File: src/rtl/uart_tx.sv
// uart_tx: 8N1 serial transmitter with a one-entry hold buffer in front of the shifter.
module uart_tx #(
  parameter logic [23:0] baud_rate  = 24'd2000000,
  parameter logic [27:0] clock_freq = 28'd100000000
) (
  input  logic       uart_clock,
  input  logic       uart_reset,
  input  logic [7:0] tx_data,
  input  logic       tx_valid,
  output logic       tx_ready,
  output logic       uart_d_out,
  output logic       uart_busy,
  output logic       tx_done
);

  localparam int unsigned timer_w    = 24;
  localparam int unsigned bit_period = int'(clock_freq) / int'(baud_rate);
  localparam logic [timer_w-1:0] timer_last = timer_w'(bit_period - 1);

  typedef enum logic [1:0] {
    IDLE  = 2'd0,
    START = 2'd1,
    DATA  = 2'd2,
    STOP  = 2'd3
  } state_t;

  state_t             state, state_next;
  logic [timer_w-1:0] bit_timer, timer_next;
  logic [2:0]         bit_idx, idx_next;
  logic [7:0]         shifter, shift_next;
  logic [7:0]         hold_reg, hold_next;
  logic               hold_valid, hold_valid_next;
  logic               line_next, busy_next, done_next;
  logic               timer_end;
  logic               accept;

  // The buffer is free exactly when nothing is held; no transfer can coincide with an accept.
  assign tx_ready  = ~hold_valid;
  assign accept    = tx_valid & ~hold_valid;
  assign timer_end = (bit_timer == timer_last);

  // State register.
  always_ff @(posedge uart_clock or negedge uart_reset) begin
    if (!uart_reset) state <= IDLE;
    else             state <= state_next;
  end

  // Datapath and output registers; outputs are derived from next-state values so they align with state.
  always_ff @(posedge uart_clock or negedge uart_reset) begin
    if (!uart_reset) begin
      bit_timer  <= '0;
      bit_idx    <= '0;
      shifter    <= '0;
      hold_reg   <= '0;
      hold_valid <= 1'b0;
      uart_d_out <= 1'b1;
      uart_busy  <= 1'b0;
      tx_done    <= 1'b0;
    end else begin
      bit_timer  <= timer_next;
      bit_idx    <= idx_next;
      shifter    <= shift_next;
      hold_reg   <= hold_next;
      hold_valid <= hold_valid_next;
      uart_d_out <= line_next;
      uart_busy  <= busy_next;
      tx_done    <= done_next;
    end
  end

  // Next-state, bit timing, hold buffer handshake and line level.
  always_comb begin
    state_next      = state;
    timer_next      = bit_timer;
    idx_next        = bit_idx;
    shift_next      = shifter;
    hold_next       = hold_reg;
    hold_valid_next = hold_valid;
    line_next       = 1'b1;
    busy_next       = 1'b0;
    done_next       = 1'b0;

    if (accept) begin
      hold_next       = tx_data;
      hold_valid_next = 1'b1;
    end

    case (state)
      IDLE: begin
        timer_next = '0;
        idx_next   = '0;
        if (hold_valid) begin
          shift_next      = hold_reg;
          hold_valid_next = 1'b0;
          state_next      = START;
        end
      end
      START: begin
        if (timer_end) begin
          timer_next = '0;
          idx_next   = '0;
          state_next = DATA;
        end else begin
          timer_next = bit_timer + timer_w'(1);
        end
      end
      DATA: begin
        if (timer_end) begin
          timer_next = '0;
          if (bit_idx == 3'd7) begin
            idx_next   = '0;
            state_next = STOP;
          end else begin
            idx_next = bit_idx + 3'd1;
          end
        end else begin
          timer_next = bit_timer + timer_w'(1);
        end
      end
      STOP: begin
        if (timer_end) begin
          timer_next = '0;
          // Back-to-back frames: a buffered byte goes straight into a new start bit.
          if (hold_valid) begin
            shift_next      = hold_reg;
            hold_valid_next = 1'b0;
            state_next      = START;
          end else begin
            state_next = IDLE;
          end
        end else begin
          timer_next = bit_timer + timer_w'(1);
        end
      end
      default: begin
        state_next = IDLE;
        timer_next = '0;
        idx_next   = '0;
      end
    endcase

    case (state_next)
      START:   line_next = 1'b0;
      DATA:    line_next = shift_next[idx_next];
      default: line_next = 1'b1;
    endcase

    busy_next = (state_next != IDLE);
    done_next = (state_next == STOP) && (timer_next == timer_last);
  end

endmodule

File: config.mk
export PLATFORM = sky130hd
export DESIGN_NAME = uart_tx
export DESIGN_NICKNAME = d
export VERILOG_FILES = /design/src/rtl/uart_tx.sv
export SDC_FILE = /design/constraint.sdc
export NUM_CORES = 1
export LEC_CHECK = 0
export CAP_MARGIN = 5
export CORE_MARGIN = 8
export CORE_UTILIZATION = 55
export CTS_CLUSTER_DIAMETER = 50
export DETAILED_ROUTE_END_ITERATION = 10
export GPL_TIMING_DRIVEN = 0
export PLACE_DENSITY = 0.75
export SLEW_MARGIN = 0
export SYNTH_ARGS = -nofsm -noshare
export SYNTH_HDL_FRONTEND = slang
export SYNTH_SLANG_ARGS = --single-unit
File: constraint.sdc
create_clock -name uart_clock -period 2.85 [get_ports uart_clock]
set_input_delay 0.7125 -clock uart_clock [delete_from_list [all_inputs] [get_ports uart_clock]]
set_output_delay 0.7125 -clock uart_clock [all_outputs]
set_load 0.01 [all_outputs]
### Yosys cells after proc, flatten, opt, wreduce, memory -nomap -nowiden

Cells that the tools add are included.

* bits in registers: 49

* $add $sub $neg: 2
* mux-type cells: 23
* magnitude comparators: 1
* bitwise operators: 2
* reductions and logical operators: 4
* eq/ne operators: 9

Operator list (count)
* 24-bit by 6-bit == test with 1-bit output (second input constant): 2
* 24-bit case mux with 2 select lines: 1
* 24-bit by 1-bit adder with 24-bit output (second input constant): 1
* 24-bit 2-to-1 mux: 1
* 8-bit 2-to-1 mux: 2
* 8-bit case mux with 2 select lines: 1
* 2-bit 2-to-1 mux: 5
* 3-bit 2-to-1 mux: 3
* 3-bit case mux with 3 select lines: 1
* 2-bit == test (second input constant): 4
* 2-bit case mux with 4 select lines: 1
* 1-bit 2-to-1 mux: 5
* 2-bit by 1-bit == test with 1-bit output (second input constant): 2
* 3-bit by 4-bit less-than comparator with 1-bit output (second input constant): 1
* 1-bit case mux with 2 select lines: 2
* 3-bit by 1-bit adder with 3-bit output (second input constant): 1
* 1-bit binary-select mux with 3-bit select: 1
* 3-bit == test (second input constant): 1
* 3-bit OR reduction: 1
* 2-bit logical NOT: 1
* 2-bit nonzero test: 1
* 1-bit bitwise AND: 1
* 1-bit logical AND: 1
* 1-bit NOT: 1

### Longest topological paths before layout

* depth in word-level cells: 7
* depth in mapped cells: 10
* gate-level depth less buffers: 9

### Worst setup path before layout

OpenSTA, ideal clock, no wires.

* kind: register to register
* start point: register bit_timer[0]
* end point: register uart_d_out
* stages on the path, launching flop included: 10
* required time: 2.782 ns
* period minus slack after synthesis: 2.356 ns
* setup time: 0.068 ns
* slack: 0.494 ns
* path buffers: 1
* arrival: 2.287 ns
* cells stage by stage: dfrtp_1 ha_1 nor3b_1 and4_1 buf_6 a32oi_1 a22o_2 mux2i_1 mux4_2 a21oi_2

* cells in the longest elaborated chain, start to end: 6
* elaborated cells on any way between the ends: 15

RTL lines
* from (decl): RTL line 28 `logic [timer_w-1:0] bit_timer, timer_next;`
* from (signal assigned): RTL line 60 `bit_timer <= timer_next;`
* 24-bit by 6-bit == test with 1-bit output: RTL line 40 `assign timer_end = (bit_timer == timer_last);`
* 8-bit 2-to-1 mux: RTL line 121 `if (timer_end) begin`
* 8-bit case mux with 2 select lines: RTL line 88 `case (state)`
* via shift_next[6]: RTL line 30 `logic [7:0] shifter, shift_next;`
* 1-bit binary-select mux with 3-bit select: RTL line 144 `DATA: line_next = shift_next[idx_next];`
* 1-bit 2-to-1 mux (implied by the code): RTL line 144
* 1-bit case mux with 2 select lines: RTL line 142 `case (state_next)`
* via line_next: RTL line 33 `logic line_next, busy_next, done_next;`
* to (signal assigned): RTL line 65 `uart_d_out <= line_next;`
* to (decl): RTL line 11 `output logic uart_d_out,`

The timed path passes the listed nets, and every way through them passes these cells. The select of a mux whose other input is x is not followed.
A chain may end at the register's enable or synchronous reset.

### Worst setup path in the final report

* start point: register bit_timer[0]
* end point: register uart_d_out

* cells in the longest elaborated chain, start to end: 6
* elaborated cells on any way between the ends: 15

RTL lines
* 24-bit by 6-bit == test with 1-bit output (*): RTL line 40
* 3-bit 2-to-1 mux, on equally long branches: RTL line 108, 99
* 3-bit case mux with 3 select lines (*): RTL line 88
* via idx_next[2]: RTL line 29 `logic [2:0] bit_idx, idx_next;`
* 1-bit binary-select mux with 3-bit select (*): RTL line 144
* 1-bit 2-to-1 mux (implied by the code) (*): RTL line 144
* 1-bit case mux with 2 select lines (*): RTL line 142
* via line_next: RTL line 33

The timed path passes the listed nets; every way through them passes the cells marked *. The select of a mux whose other input is x is not followed.

==> flow_metrics.py <==
metrics = {
    "power_and_ir_drop": {
        "ir_worst_vdd_uv": 477,
        "seq_power_share": 0.418,
        "p_sw_frac": 0.356,
        "combPwrFrac": 0.359,
        "internal-power_mw": 1.48,
        "power_density_mw_per_mm2": 730,
        "clockPowerShare": 0.223,
        "p_switching_mw": 0.817,
        "p_leak_nw": 1.30,
    },
    "logic_synthesis": {
        "synth_top_area_share": 0.436,
        "synth.cell_area_mm2": 0.00275,
        "ys_types": 54,
        "ys_ff_latch": 49,
        "synth_top_area_cell": "dfrtp_1",
        "synth_cells": 265,
        "ys_top_cells_by_area": "dfrtp_1 44%, xnor2_1 5.4%, nor2_1 4.4%",
        "async_reset_ff_frac": 1.00,
        "synth_edf_count": 0,
        "yosysSeqAreaShare": 0.446,
        "synth.avg_cell_area_um2": 10.4,
        "ys.flop_type": "dfrtp_1",
        "synth_warnings": 0,
        "syn_nets": 285,
    },
    "timing": {
        "whs_ns": 0.346,
        "fmax_mhz": 378,
        "finalHoldViolations": 0,
        "skew_ns": 0.00767,
        "fin_tns_setup_ns": 0,
        "worst_pin_slew_ns": 0.537,
        "setup_viol": 0,
        "min_period_ns": 2.64,
        "slew_headroom": 0.641,
        "period_share": 0.928,
        "rsz0062_at_grt": "no",
        "slew_violations": 0,
    },
    "route": {
        "num_vias": 2074,
        "drc": 0,
        "ant_nets": 0,
        "vias_per_cell": 5.81,
        "initialDrtViolationCount": 123,
        "first_pass_iters": 4,
        "drt_wl_total_mm": 5.67,
        "post_drt_wl_per_cell_um": 15.9,
    },
    "clocking": {
        "cts_tree": "done",
        "h-tree-depth": 2,
        "clock_latency_ns": 0.30,
        "clock_sinks": 49,
        "cts_buffers": 5,
        "clkTransAtPathRegs_ns": 0.09,
        "cts_buffer_depth": 2,
        "cts_root_buffer": "clkbuf_8",
        "cts.hold.buffers_added": 0,
    },
    "placement": {
        "place_inst": 347,
        "port_buffers": 14,
        "gp_congestion": 0.828,
        "dp_hpwl_mm": 4.05,
    },
    "floorplanning": {
        "initial_core_util": 0.575,
        "core_mm2": 0.00479,
        "dieArea_mm2": 0.00752,
        "io_pins": 15,
        "die_w_um": 86.7,
        "rows": 25,
        "die_h_um": 86.7,
    },
    "cells_and_area": {
        "largest_reg_flops": 24,
        "fin_util": 0.657,
        "finalNetCount": 309,
        "synthToLayoutAreaGrowth_pct": 14.3,
        "n_antenna_cell": 0,
        "final_cells": 357,
        "drive_gt1_frac": 0.155,
    },
    "grt": {
        "grt_pass1_wl_mm": 9.63,
        "antenna_found_initial": 0,
        "overflow": 0,
        "grt_usage": 0.160,
        "grt_pass1_vias": 1982,
        "grt_max_degree": 31,
    },
    "worst_hold_path": {
        "min_path_type": "primary input to async pin",
    },
    "worst_setup_path": {
        "cp.arrival_ns": 2.88,
        "crit_required_ns": 3.09,
        "path_class": "flop to flop",
        "critPathLaunchType": "flop",
        "crit_path_end_kind": "flop",
        "cp_max_fo": 6,
    },
    "job": {
        "max_cap_violations": 0,
    },
    "run_status": {
        "status": "finished, final reports clean",
    },
}
-- worst max-delay path, cell delays in order (launching register included) --
cell and delay [ns]:
dfrtp_1 0.47, ha_1 0.18, nor3b_1 0.32, nand4_1 0.14
buf_4 0.20, buf_4 0.14, o21ai_0 0.14, o21ai_0 0.10
a22o_1 0.28, mux4_2 0.47, a21oi_2 0.13
-- synthesized netlist by cell type, drive strengths merged, types with 2 or more instances --
cell	n
nor2	32
o21ai	11
nand2	10
nor3b	3
xor2	8
mux2	8
nand2b	2
dfrtp	48
nor4	7
and4	4
o22ai	3
a31oi	5
a22o	7
nand4	12
xnor2	17
a32oi	4
nand3	10
mux2i	4
nor3	9
or2	2
nor2b	3
ha	9
clkbuf	4
and3	3
inv	12
a31o	2
buf	6
a21oi	3
-- cells in the final DEF (no fill, tap or decap), types with 4 or more instances in the layout --
cell type and instances:
a22o_1 5, a31oi_1 5, and4_1 4, clkbuf_8 5, clkdlybuf4s50_1 13, dfrtp_1 48, ha_1 9, inv_1 12
mux2_2 8, mux2i_1 4, nand2_1 9, nand3_1 10, nand4_1 12, nor2_1 32, nor3_1 9, o21ai_0 7
xnor2_1 17, xor2_1 8
-- path summary, 6_finish.rpt --
| check | start | end | slack [ns] | cells after the start |
|---|---|---|---|---|
| max in group asynchronous | uart_reset | bit_timer[5] | 1.99 | 2 |
| max reg2reg | bit_timer[0] | uart_d_out | 0.21 | 10 |
| min reg2reg | shifter[6] | shifter[6] | 0.51 | 1 |
| min | uart_reset | bit_timer[19] | 0.35 | 1 |
| max | bit_timer[0] | uart_d_out | 0.21 | 10 |
| min in group uart_clock | shifter[6] | shifter[6] | 0.51 | 1 |
-- cells by family after synthesis --
| group | count (synthesis) | synth area share |
|---|---|---|
| AO/OA/AOI/OAI | 44 | 0.120 |
| XOR/XNOR | 25 | 0.0795 |
| adder cells (fa/ha/maj) | 9 | 0.0409 |
| buffers and inverters | 23 | 0.0427 |
| flip-flops | 49 | 0.446 |
| multiplexers | 13 | 0.0555 |
| AND/OR/NAND/NOR | 102 | 0.215 |
-- final cells by class --
cell class              instances  area [um^2]
clock inverters                 3         47.5
plain buffers                  11         72.6
inverters                      12         45.0
multi-input cells             193         1430
fillers                       407         1640
well taps                      67         83.8
flip-flops and latches         49         1230
repair buffers                 17          170
clock buffers                   5         68.8
-- what timing repair did --
action,CTS,global route
pin swaps,0,1
gates resized for setup,1,4
setup buffers,0,2
setup endpoints to repair,11,12
-- metal layers --
metal  up-vias  part of all wire  GRT usage
met4         0             0.013     0.0469
met1      1018              0.50      0.222
met5         -                 0          0
met3         9             0.034     0.0369
met2        38              0.45      0.240
li1       1009                 -          -
-- through the flow --
| stage | power, mW | area (um^2) | setup WS, ns |
|---|---|---|---|
| 5_1_grt | 2.44 | 3150 | 0.00512 |
| 2_1_floorplan | 1.50 | 2750 | 0.494 |
| 6_report | 2.30 | 3150 | 0.205 |
| 3_3_place_gp | 1.71 | 2980 | -0.313 |
| 3_5_place_dp | 1.73 | 2990 | -0.142 |
| 4_1_cts | 2.26 | 3110 | -0.0230 |
-- power groups by stage --
stage | registers [mW] | logic [mW] | clock network (mW)
floorplan | 0.945 | 0.551 | 0
global placement | 0.962 | 0.748 | 0
detailed placement | 0.969 | 0.766 | 0
CTS | 0.957 | 0.776 | 0.527
global route | 0.979 | 0.910 | 0.554
finish | 0.959 | 0.824 | 0.513
Power figures use the tool's default switching activity.
